`src/rtl/morra_scoreboard_if.sv`:
```
// Signal bundle between a MorraCinese game engine (master side) and its match scoreboard.
interface morra_scoreboard_if;
    logic       START;
    logic [1:0] ROUND;
    logic [1:0] GAME;
    logic [3:0] WINS1;
    logic [3:0] WINS2;
    logic [3:0] DRAWS;
    logic [4:0] RCOUNT;
    logic [4:0] ICOUNT;
    logic       GAME_EVT;
    logic       MATCH_OVER;
    logic [1:0] MATCH_WIN;

    modport master (
        output START, ROUND, GAME,
        input  WINS1, WINS2, DRAWS, RCOUNT, ICOUNT, GAME_EVT, MATCH_OVER, MATCH_WIN
    );

    modport slave (
        input  START, ROUND, GAME,
        output WINS1, WINS2, DRAWS, RCOUNT, ICOUNT, GAME_EVT, MATCH_OVER, MATCH_WIN
    );
endinterface

```
`src/rtl/morra_scoreboard.sv`:
```
// Match scoreboard for MorraCinese: tallies rounds per game and games per match,
// declaring a match winner once a player reaches MATCH_TARGET game wins.
module morra_scoreboard #(
    parameter int unsigned MATCH_TARGET = 3
) (
    input  logic               clk,
    input  logic               RST_N,
    morra_scoreboard_if.slave  bus
);
    localparam int unsigned WW = 4;
    localparam int unsigned CW = 5;

    typedef enum logic [1:0] {
        IDLE       = 2'd0,
        PLAYING    = 2'd1,
        MATCH_DONE = 2'd2
    } state_t;

    state_t          state_q, state_n;
    logic [WW-1:0]   wins1_q, wins1_n;
    logic [WW-1:0]   wins2_q, wins2_n;
    logic [WW-1:0]   draws_q, draws_n;
    logic [CW-1:0]   rcount_q, rcount_n;
    logic [CW-1:0]   icount_q, icount_n;
    logic            game_evt_q, game_evt_n;
    logic            match_over_q, match_over_n;
    logic [1:0]      match_win_q, match_win_n;

    function automatic logic [CW-1:0] sat_inc5(input logic [CW-1:0] v);
        return (v == '1) ? v : v + CW'(1);
    endfunction

    function automatic logic [WW-1:0] sat_inc4(input logic [WW-1:0] v);
        return (v == '1) ? v : v + WW'(1);
    endfunction

    // State and output registers; reset wins over every other input.
    always_ff @(posedge clk) begin
        if (!RST_N) begin
            state_q      <= IDLE;
            wins1_q      <= '0;
            wins2_q      <= '0;
            draws_q      <= '0;
            rcount_q     <= '0;
            icount_q     <= '0;
            game_evt_q   <= 1'b0;
            match_over_q <= 1'b0;
            match_win_q  <= 2'b00;
        end else begin
            state_q      <= state_n;
            wins1_q      <= wins1_n;
            wins2_q      <= wins2_n;
            draws_q      <= draws_n;
            rcount_q     <= rcount_n;
            icount_q     <= icount_n;
            game_evt_q   <= game_evt_n;
            match_over_q <= match_over_n;
            match_win_q  <= match_win_n;
        end
    end

    // Next-state and next-output logic.
    always_comb begin
        state_n     = state_q;
        wins1_n     = wins1_q;
        wins2_n     = wins2_q;
        draws_n     = draws_q;
        rcount_n    = rcount_q;
        icount_n    = icount_q;
        game_evt_n  = 1'b0;
        match_win_n = match_win_q;

        case (state_q)
            IDLE: begin
                if (bus.START) begin
                    rcount_n = '0;
                    icount_n = '0;
                    state_n  = PLAYING;
                end
            end
            PLAYING: begin
                if (bus.START) begin
                    rcount_n = '0;
                    icount_n = '0;
                end else if (bus.GAME == 2'b00) begin
                    if (bus.ROUND != 2'b00) rcount_n = sat_inc5(rcount_q);
                    else                    icount_n = sat_inc5(icount_q);
                end else begin
                    game_evt_n = 1'b1;
                    case (bus.GAME)
                        2'b01:   wins1_n = wins1_q + WW'(1);
                        2'b10:   wins2_n = wins2_q + WW'(1);
                        2'b11:   draws_n = sat_inc4(draws_q);
                        default: ;
                    endcase
                    if (wins1_n == WW'(MATCH_TARGET)) begin
                        state_n     = MATCH_DONE;
                        match_win_n = 2'b01;
                    end else if (wins2_n == WW'(MATCH_TARGET)) begin
                        state_n     = MATCH_DONE;
                        match_win_n = 2'b10;
                    end else begin
                        state_n = IDLE;
                    end
                end
            end
            MATCH_DONE: begin
                if (bus.START) begin
                    wins1_n     = '0;
                    wins2_n     = '0;
                    draws_n     = '0;
                    rcount_n    = '0;
                    icount_n    = '0;
                    match_win_n = 2'b00;
                    state_n     = PLAYING;
                end
            end
            default: state_n = IDLE;
        endcase

        match_over_n = (state_n == MATCH_DONE);
    end

    assign bus.WINS1      = wins1_q;
    assign bus.WINS2      = wins2_q;
    assign bus.DRAWS      = draws_q;
    assign bus.RCOUNT     = rcount_q;
    assign bus.ICOUNT     = icount_q;
    assign bus.GAME_EVT   = game_evt_q;
    assign bus.MATCH_OVER = match_over_q;
    assign bus.MATCH_WIN  = match_win_q;
endmodule

```
`src/flat_wrapper.sv`:
```
// flat-port wrapper written by rule: the top's interface ports become plain ports
module morra_scoreboard_flat 
#(
    parameter int unsigned MATCH_TARGET = 3
)
  (clk, RST_N, bus_START, bus_ROUND, bus_GAME, bus_WINS1, bus_WINS2, bus_DRAWS, bus_RCOUNT, bus_ICOUNT, bus_GAME_EVT, bus_MATCH_OVER, bus_MATCH_WIN);
  morra_scoreboard_if bus_i ();
  input  logic clk;
  input  logic RST_N;
  input wire logic [$bits(bus_i.START)-1:0] bus_START;
  input wire logic [$bits(bus_i.ROUND)-1:0] bus_ROUND;
  input wire logic [$bits(bus_i.GAME)-1:0] bus_GAME;
  output wire logic [$bits(bus_i.WINS1)-1:0] bus_WINS1;
  output wire logic [$bits(bus_i.WINS2)-1:0] bus_WINS2;
  output wire logic [$bits(bus_i.DRAWS)-1:0] bus_DRAWS;
  output wire logic [$bits(bus_i.RCOUNT)-1:0] bus_RCOUNT;
  output wire logic [$bits(bus_i.ICOUNT)-1:0] bus_ICOUNT;
  output wire logic [$bits(bus_i.GAME_EVT)-1:0] bus_GAME_EVT;
  output wire logic [$bits(bus_i.MATCH_OVER)-1:0] bus_MATCH_OVER;
  output wire logic [$bits(bus_i.MATCH_WIN)-1:0] bus_MATCH_WIN;
  assign bus_i.START = bus_START;
  assign bus_i.ROUND = bus_ROUND;
  assign bus_i.GAME = bus_GAME;
  assign bus_WINS1 = bus_i.WINS1;
  assign bus_WINS2 = bus_i.WINS2;
  assign bus_DRAWS = bus_i.DRAWS;
  assign bus_RCOUNT = bus_i.RCOUNT;
  assign bus_ICOUNT = bus_i.ICOUNT;
  assign bus_GAME_EVT = bus_i.GAME_EVT;
  assign bus_MATCH_OVER = bus_i.MATCH_OVER;
  assign bus_MATCH_WIN = bus_i.MATCH_WIN;
  morra_scoreboard #(.MATCH_TARGET(MATCH_TARGET)) u_core (.clk(clk), .RST_N(RST_N), .bus(bus_i));
endmodule
```
`config.mk`:
```
export PLATFORM = sky130hd
export DESIGN_NAME = morra_scoreboard_flat
export DESIGN_NICKNAME = d
export VERILOG_FILES = /design/src/rtl/morra_scoreboard_if.sv /design/src/rtl/morra_scoreboard.sv /design/src/flat_wrapper.sv
export SDC_FILE = /design/constraint.sdc
export NUM_CORES = 1
export LEC_CHECK = 0
export BUFFER_PORTS_ARGS = -buffer_cell sky130_fd_sc_hd__buf_4
export CORE_MARGIN = 1.5
export CORE_UTILIZATION = 30
export DETAILED_ROUTE_END_ITERATION = 10
export MAX_ROUTING_LAYER = met4
export SETUP_SLACK_MARGIN = 0.3
export SKIP_LAST_GASP = 1
export SLEW_MARGIN = 25
export SYNTH_ARGS = -nofsm -noshare
export SYNTH_HDL_FRONTEND = slang
export SYNTH_SLANG_ARGS = --single-unit
export TNS_END_PERCENT = 100
```
`constraint.sdc`:
```
create_clock -name clk -period 1.65 [get_ports clk]
set_input_delay 0.165 -clock clk [delete_from_list [all_inputs] [get_ports clk]]
set_output_delay 0.165 -clock clk [all_outputs]
set_load 0.05 [all_outputs]
```
==> results of run 1 <==
==> routing by layer <==
layer,GRT usage,vias up,routed length (um)
li1,-,714,-
met1,0.1979,642,1724
met2,0.2068,18,1742
met3,0.01806,2,129
met4,0.05660,0,40
met5,-,-,0
==> layout make-up <==
class,instances,share of cell area
Clock inverter,1,0.01271
Sequential cell,28,0.2611
Timing Repair Buffer,59,0.2023
Inverter,9,0.01430
Clock buffer,3,0.01748
Multi-Input combinational cell,127,0.4645
Tap cell,52,0.02754
==> cells in the final DEF, fill, tap and decap left out, drive strengths merged, types with 3 or more instances in the layout <==
cell type / netlist / final
buf: 2 / 59
dfxtp: 28 / 28
nor2: 22 / 22
a21oi: 16 / 16
nand2: 15 / 15
inv: 9 / 9
o21ai: 8 / 8
ha: 7 / 7
mux2i: 5 / 5
nand3: 4 / 4
and2: 4 / 4
or3: 4 / 4
a211oi: 4 / 4
xor2: 4 / 4
nand4: 3 / 3
clkbuf: 1 / 3
nor3: 3 / 3
a31oi: 3 / 3
==> worst max path at each step <==
stage	slack (ns)	endpoint	start	cells past startpoint
floorplan	-0.02	u_core.bus.ICOUNT[3]	u_core.bus.ICOUNT[1]	7
global placement	0.07	u_core.bus.ICOUNT[3]	u_core.bus.ICOUNT[1]	7
detailed placement	0.02	u_core.bus.ICOUNT[3]	u_core.bus.ICOUNT[1]	7
CTS	0.004	u_core.bus.ICOUNT[3]	u_core.bus.ICOUNT[1]	7
global route	-0.1	u_core.bus.ICOUNT[3]	u_core.bus.ICOUNT[1]	7
finish	-0.01	u_core.bus.ICOUNT[3]	u_core.bus.ICOUNT[1]	7
==> repair_timing <==
action / CTS / global route
endpoints found under the hold margin: 0 / 0
gates resized for setup: 12 / 33
setup endpoints to repair: 26 / 26
pin swaps: 9 / 18
setup buffers: 10 / 8
==> logic make-up after synthesis <==
family | Yosys count
compound gates | 41
xor+xnor | 5
fa+ha+maj | 7
buf+inv | 12
flops | 28
mux | 6
simple gates | 68
==> power breakdown <==
part	internal, mW	switching (mW)
sequential	0.668	0.00816
combinational	0.0950	0.109
clock	0.325	0.220
==> worst max-delay path: stages (launching register included) <==
cell	delay, ns
dfxtp_4	0.36
ha_4	0.15
and3_4	0.18
ha_4	0.16
nor3_4	0.14
o221ai_4	0.15
or3_1	0.34
a21oi_2	0.12
==> cells in the mapped netlist, types with 5 or more instances <==
cell type / number / area share
o21ai_0: 7 / 0.024
a21oi_1: 15 / 0.052
dfxtp_1: 28 / 0.39
mux2i_1: 5 / 0.035
inv_1: 9 / 0.024
nor2_1: 22 / 0.058
nand2_1: 15 / 0.039
ha_1: 7 / 0.061
==> per-stage QoR <==
step	TNS, ns	total power [mW]	area (sq um)	worst slack [ns]	utilization
after floorplan	-0.01722	0.7837	1582	-0.01722	-
after global placement	0	0.8420	1941	0.07352	0.4337
after detailed placement	0	0.8427	1941	0.02260	0.4337
after CTS	0	1.406	2132	0.004475	0.4765
after global routing	-0.2925	1.494	2362	-0.09527	0.5280
final	-0.01294	1.425	2362	-0.01294	0.5280
==> sequential cells by signal (all words and copies together), names as in the netlist <==
register	flops
u_core.bus.MATCH_OVER	1
u_core.bus.RCOUNT	5
u_core.bus.ICOUNT	5
u_core.bus.WINS1	4
u_core.bus.MATCH_WIN	2
u_core.bus.WINS2	4
u_core.state_q	2
u_core.bus.GAME_EVT	1
u_core.bus.DRAWS	4
==> flow_summary.ini, run 1 <==
[floorplanning]
rows = 24
die_area_sq_um = 5199
die_y_um = 72.11
initial_core_util = 0.3202
fp.coreArea_sq_um = 4474
io_pins = 33
die_w_um = 72.11

[yosys]
synth_compound_area_frac = 0.1939
syn_inst = 167
synthFlopType = dfxtp_1
synth_area_per_cell_sq_um = 8.579
yosysSeqAreaShare = 0.3913
synth-edff-count = 0
synth_nets = 181
synth.ff_latch_count = 28
yosys.area_share.adder = 0.06114
synth-async-reset-ratio = 0
synth-xor-area-share = 0.03057
syn_area_sq_um = 1433
synthMuxAreaShare = 0.04279
yosys.area_share.simple = 0.2472
ys_warn_count = 0
synth_top_family_by_area = simple AND/OR/NAND/NOR gates
synth_cell_types = 42

[final_layout]
drive_gt1_frac = 0.5639
num-fill-cells = 424
seq_area_sq_um = 616.8
fin_nets = 242
fin_cells = 279
multi_input_area_sq_um = 1097
diodes = 0
synthToLayoutAreaGrowth_pct = 64.89

[clock_tree]
clkSinkCount = 28
cts_buffers = 3
root_buffer = clkbuf_8
htreeDepth = 1
insertion_delay_ns = 0.28
cts_tree = done
clkTransAtPathRegs_ns = 0.10
cts.path.max_buffers = 2
hold_buffers = 0

[timing]
post-route-period-util = 1.008
min_period_ns = 1.663
hold_violations = 0
whs_ns = 0.1685
finClkSkew_ns = 0.009298
max_freq_mhz = 601.3
tightest_slew_ns = 0.4217
finalMaxSlewViolations = 0
slew_headroom = 0.7176
rsz0062_at_grt = true
finalWorstSetupSlack_ns = -0.01294
finalSetupViolations = 1

[power]
p_leak_nw = 0.9404
p_per_area_nw_per_um2 = 603.3
ir_drop_mv = 0.4462

[setup_path]
required_ns = 1.86
cp-start-kind = flip-flop
end_kind = flip-flop
path_max_fanout = 5
reg2reg_from = u_core.bus.ICOUNT[1]
reg2regPathDepth = 7
rrSetupSlack_ns = -0.01
arrival_ns = 1.87
crit_type = flip-flop to flip-flop
rr_endpoint = u_core.bus.ICOUNT[3]

[worst_hold_path]
min_from = RST_N
min_delay_path_depth = 2
holdPathEnd = u_core.bus.MATCH_WIN[0]
hold_class = input port to flip-flop

[grt]
grt_pass1_vias = 1198
grt_max_degree = 17
grt_pass1_wl_mm = 5.685
track_usage = 0.1414
antenna_found_initial = 0
grt-ovfl-total = 0

[detailed_routing]
via_per_inst = 4.932
drc = 0
firstDrtPassIters = 4
wl_per_cell_um = 13.03
ant_nets = 0
drtIter0Drc = 82
finalWirelength_mm = 3.636
vias = 1376

[run]
cap_violations = 0

[placed_design]
io_buffers = 32
dp_hpwl_mm = 2.483
gp_congestion = 0.7205
placed_cells = 257

[run_status]
status = complete, but fails checks
violations = negative setup slack
No activity file was read; power rests on OpenSTA's default activity.
==> inputs of run 2 (changes only) <==
--- a/config.mk
+++ b/config.mk
@@ -5,6 +5,7 @@
 export SDC_FILE = /design/constraint.sdc
 export NUM_CORES = 1
 export LEC_CHECK = 0
+export ABC_AREA = 1
 export BUFFER_PORTS_ARGS = -buffer_cell sky130_fd_sc_hd__buf_4
 export CORE_MARGIN = 1.5
 export CORE_UTILIZATION = 30
==> flow_summary.ini, run 2 <==
[setup_path]
required_ns = 1.82
crit_type = flip-flop to flip-flop
end_kind = flip-flop
arrival_ns = 1.70
path_max_fanout = 6
cp-start-kind = flip-flop

[floorplanning]
initial_core_util = 0.3097
die_area_sq_um = 5303
io_pins = 33
die_w_um = 72.83
rows = 25
die_y_um = 72.83
fp.coreArea_sq_um = 4723

[detailed_routing]
vias = 1522
via_per_inst = 4.490
drtIter0Drc = 48
finalWirelength_mm = 3.577
ant_nets = 0
drc = 0
firstDrtPassIters = 6
wl_per_cell_um = 10.55

[placed_design]
dp_hpwl_mm = 2.563
io_buffers = 32
gp_congestion = 0.8228
dp_slack_ns = 0.09257

[timing]
rsz0062_at_grt = true
finalMaxSlewViolations = 0
max_freq_mhz = 657.2
setup-tns-final_ns = 0
slew_headroom = 0.8274
post-route-period-util = 0.9222
min_period_ns = 1.522
finClkSkew_ns = 0.006048
finalWorstSetupSlack_ns = 0.1284
tightest_slew_ns = 0.2589
finalSetupViolations = 0
hold_violations = 0

[yosys]
synth-edff-count = 0
syn_area_sq_um = 1463
yosys.area.top_type = dfxtp_1
netlist_top_cells_count = nand2_1, inv_1, dfxtp_1
syn_inst = 219
synthFlopType = dfxtp_1
ys_warn_count = 0
synth_area_leaders = dfxtp_1, nand2_1, inv_1
synth_top_area_frac = 0.3832
synth_nets = 233
yosysSeqAreaShare = 0.3832
synth_cell_types = 24
post-synth-top-count-cell = nand2_1
synth_area_per_cell_sq_um = 6.679
synth.ff_latch_count = 28
synth-async-reset-ratio = 0

[clock_tree]
clkSinkCount = 28
htreeDepth = 1
insertion_delay_ns = 0.27
cts.path.max_buffers = 2
cts_tree = done
root_buffer = clkbuf_8
hold_buffers = 0
cts_buffers = 3
clkTransAtPathRegs_ns = 0.10

[final_layout]
layout_commonest_cell = nand2_1
synthToLayoutAreaGrowth_pct = 49.62
fin_nets = 287
final_cell_mix = nand2_1, buf_4, inv_1
num-fill-cells = 479
drive_gt1_frac = 0.4559
multi_input_area_sq_um = 937.1
diodes = 0
seq_area_sq_um = 611.8

[grt]
grt-ovfl-total = 0
grt_pass1_wl_mm = 5.878
track_usage = 0.1423
grt_max_degree = 16
grt_pass1_vias = 1364
antenna_found_initial = 0

[run]
cap_violations = 0

[power]
seqPwrFrac = 0.539
ir_drop_mv = 0.3273
p_int_mw = 0.9117
p_per_area_nw_per_um2 = 581.3
p_sw_frac = 0.2833
power.share.clock = 0.304
power.switching_mw = 0.3604
p_leak_nw = 0.8750
comb_power_share = 0.158

[worst_hold_path]
hold_class = input port to flip-flop

[run_status]
status = finished clean
## run 2: path summary, 6_finish.rpt
check / from / slack, ns / depth (start not counted) / to
min: RST_N / 0.16 / 3 / u_core.bus.DRAWS[0]
min reg2reg: u_core.bus.ICOUNT[2] / 0.49 / 2 / u_core.bus.ICOUNT[2]
max: u_core.bus.RCOUNT[1] / 0.13 / 10 / u_core.bus.RCOUNT[0]
max reg2reg: u_core.bus.RCOUNT[1] / 0.13 / 10 / u_core.bus.RCOUNT[0]
## run 2: timing repair
| item | CTS | global route |
|---|---|---|
| endpoints found under the setup margin | 16 | 24 |
| setup buffers | 12 | 4 |
| pin swaps | 14 | 24 |
| gates resized for setup | 20 | 28 |
## run 2: area by class of cell
cell class,count,share of cell area
clock buffer,3,0.01887
multi-input combinational,156,0.4282
timing repair buffer,50,0.1732
sequential,28,0.2796
tap,67,0.03831
inverter,34,0.06003
clock inverter,1,0.001715
## run 2: power by group through the flow
stage	sequential (mW)	combinational, mW	clock (mW)
6_report	0.685	0.201	0.386
5_1_grt	0.687	0.220	0.433
4_1_cts	0.685	0.182	0.404
3_5_place_dp	0.703	0.165	0
3_3_place_gp	0.703	0.163	0
2_1_floorplan	0.733	0.0772	0
## run 2: per-layer routing
metal  track usage  up-vias  routed length, um  part of all wire
li1              -      798                  -                 -
met1        0.1799      700               1784              0.50
met2        0.2365       22               1666              0.47
met3       0.02210        2                100             0.028
met4       0.03774        0                 25            0.0070
met5             -        -                  0                 0
## run 2: logic make-up (layout without fill, tap and decap cells)
group           Yosys count  after routing  share of synthesized area
fa+ha+maj                 7              7                    0.05988
compound gates           37             37                     0.1360
buf+inv                  35             88                    0.08982
xor+xnor                  1              1                   0.005989
simple gates            111            111                     0.3251
flops                    28             28                     0.3832
## run 2: critical path: stages, from the launching register on
cell	delay, ns
dfxtp_4	0.36
ha_4	0.16
nand2_2	0.06
nor2_1	0.04
ha_2	0.15
nor2_1	0.09
nor2_1	0.06
nor2_2	0.17
inv_2	0.12
o21ai_2	0.16
a21oi_2	0.04
## run 2: stage by stage
stage / utilization / total power, mW / area, sq um / hold slack (ns) / std cells
final: 0.4633 / 1.272 / 2188 / 0.1582 / 339
after CTS: 0.4368 / 1.271 / 2063 / 0.1398 / 335
after floorplan: - / 0.8104 / 1546 / 0.2881 / 219
after global routing: 0.4633 / 1.341 / 2188 / 0.1425 / 339
after detailed placement: 0.3984 / 0.8679 / 1882 / 0.4436 / 319
after global placement: 0.3984 / 0.8653 / 1882 / 0.4389 / 319
==> inputs of run 3 (changes only) <==
--- a/config.mk
+++ b/config.mk
@@ -8,7 +8,7 @@
 export ABC_AREA = 1
 export BUFFER_PORTS_ARGS = -buffer_cell sky130_fd_sc_hd__buf_4
 export CORE_MARGIN = 1.5
-export CORE_UTILIZATION = 30
+export CORE_UTILIZATION = 40
 export DETAILED_ROUTE_END_ITERATION = 10
 export MAX_ROUTING_LAYER = met4
 export SETUP_SLACK_MARGIN = 0.3
==> flow_summary.ini, run 3 (synthesized netlist as in run 2, its figures left out) <==
[clock_tree]
cts_buffers = 3
clkSinkCount = 28
cts_tree = done
insertion_delay_ns = 0.34
cts.path.max_buffers = 2
clkTransAtPathRegs_ns = 0.16
htreeDepth = 1
root_buffer = clkbuf_4

[floorplanning]
initial_core_util = 0.4282
fp.coreArea_sq_um = 3416
io_pins = 33
die_area_sq_um = 4028
die_y_um = 63.47
die_w_um = 63.47
rows = 21

[final_layout]
drive_gt1_frac = 0.4449
seq_area_sq_um = 609.3
multi_input_area_sq_um = 970.9
synthToLayoutAreaGrowth_pct = 50.56
num-fill-cells = 324
layout_commonest_cell = nand2_1
fin_cells = 318
diodes = 0
fin_area_sq_um = 2202
fin_nets = 287
final_core_util = 0.6447
final_cell_mix = nand2_1, buf_4, inv_1

[timing]
min_period_ns = 1.467
post-route-period-util = 0.8892
slew_headroom = 0.7622
setup-tns-final_ns = 0
finalSetupViolations = 0
rsz0062_at_grt = true
hold_violations = 0
tightest_slew_ns = 0.3554
finalMaxSlewViolations = 0
finClkSkew_ns = 0.01294
whs_ns = 0.08118
max_freq_mhz = 681.6
finalWorstSetupSlack_ns = 0.1828

[grt]
grt-ovfl-total = 0
grt_pass1_vias = 1334
grt_max_degree = 17
grt_pass1_wl_mm = 5.947
track_usage = 0.1879
antenna_found_initial = 0

[power]
ir_drop_mv = 0.5037
p_leak_nw = 0.9296
total_power_mw = 1.348
p_per_area_nw_per_um2 = 612.2

[placed_design]
placed_cells = 298
gp_congestion = 0.8319
dpl-instance-area_sq_um = 1856
dp_slack_ns = 0.06321
io_buffers = 32
dp_hpwl_mm = 2.473

[setup_path]
arrival_ns = 1.70
crit_type = flip-flop to flip-flop
cp-start-kind = flip-flop
cp_cell_sequence = ha_4 > nand2_4 > nor2_4 > ha_4 > nor2_4 > nor2_2 > nor2_4 > nand2_2 > o21ai_1 > a21oi_1
required_ns = 1.88
path_max_fanout = 4
critical-path-top-delay-family = simple AND/OR/NAND/NOR gates
critPathMostFrequentCell = nor2_4
max_stage_delay_ns = 0.38
end_kind = flip-flop
crit_slowest_cell = dfxtp_4
path_buf_inv = 0

[detailed_routing]
drtIter0Drc = 80
vias = 1490
drc = 0
finalWirelength_mm = 3.532
ant_nets = 0
via_per_inst = 4.686
wl_per_cell_um = 11.11
firstDrtPassIters = 4

[worst_hold_path]
hold_class = input port to flip-flop

[run]
cap_violations = 0

[run_status]
status = finished clean
## run 3: cell types whose count changed in the layout (fill, tap and decap cells not counted), moves of 3 or more
cell,previous run,this run
inv_2,9,4
inv_1,24,28
clkbuf_4,0,3
clkbuf_8,3,0
nor2_4,3,6
## run 3: report_power, final
group          internal, mW  switching (mW)  total [mW]
Combinational        0.0728           0.131       0.204
Sequential            0.675          0.0119       0.687
Clock                 0.246           0.211       0.457
## run 3: repair_timing
action / CTS / global route
pin swaps: 16 / 23
buffers inserted: 14 / 2
setup endpoints to repair: 15 / 24
resized for setup: 15 / 36
hold buffers: 0 / 0
## run 3: tightest hold or removal path: stages
cell and delay (ns):
buf_4 0.13, nand2_1 0.08, a21oi_2 0.03
## run 3: final timing paths
path / from / to / slack, ns / depth (start not counted)
worst max-delay path: u_core.bus.RCOUNT[0] / u_core.bus.RCOUNT[3] / 0.18 / 10
worst min-delay path: RST_N / u_core.bus.MATCH_WIN[1] / 0.08 / 3
worst max register to register: u_core.bus.RCOUNT[0] / u_core.bus.RCOUNT[3] / 0.18 / 10
worst min register to register: u_core.bus.WINS1[2] / u_core.bus.WINS1[2] / 0.50 / 2
## run 3: final cells by class
cell class                      instances  area share
Clock inverter                          1     0.01364
Sequential cell                        28      0.2767
Timing Repair Buffer                   50      0.1722
Clock buffer                            3     0.01023
Multi-Input combinational cell        156      0.4409
Inverter                               34     0.06023
Tap cell                               46     0.02614
## run 3: per-layer routing
layer / global-route usage / wire length, um
met5: - / 0
met4: 0.05707 / 37
met3: 0.03214 / 146
met2: 0.2947 / 1680
met1: 0.2478 / 1667
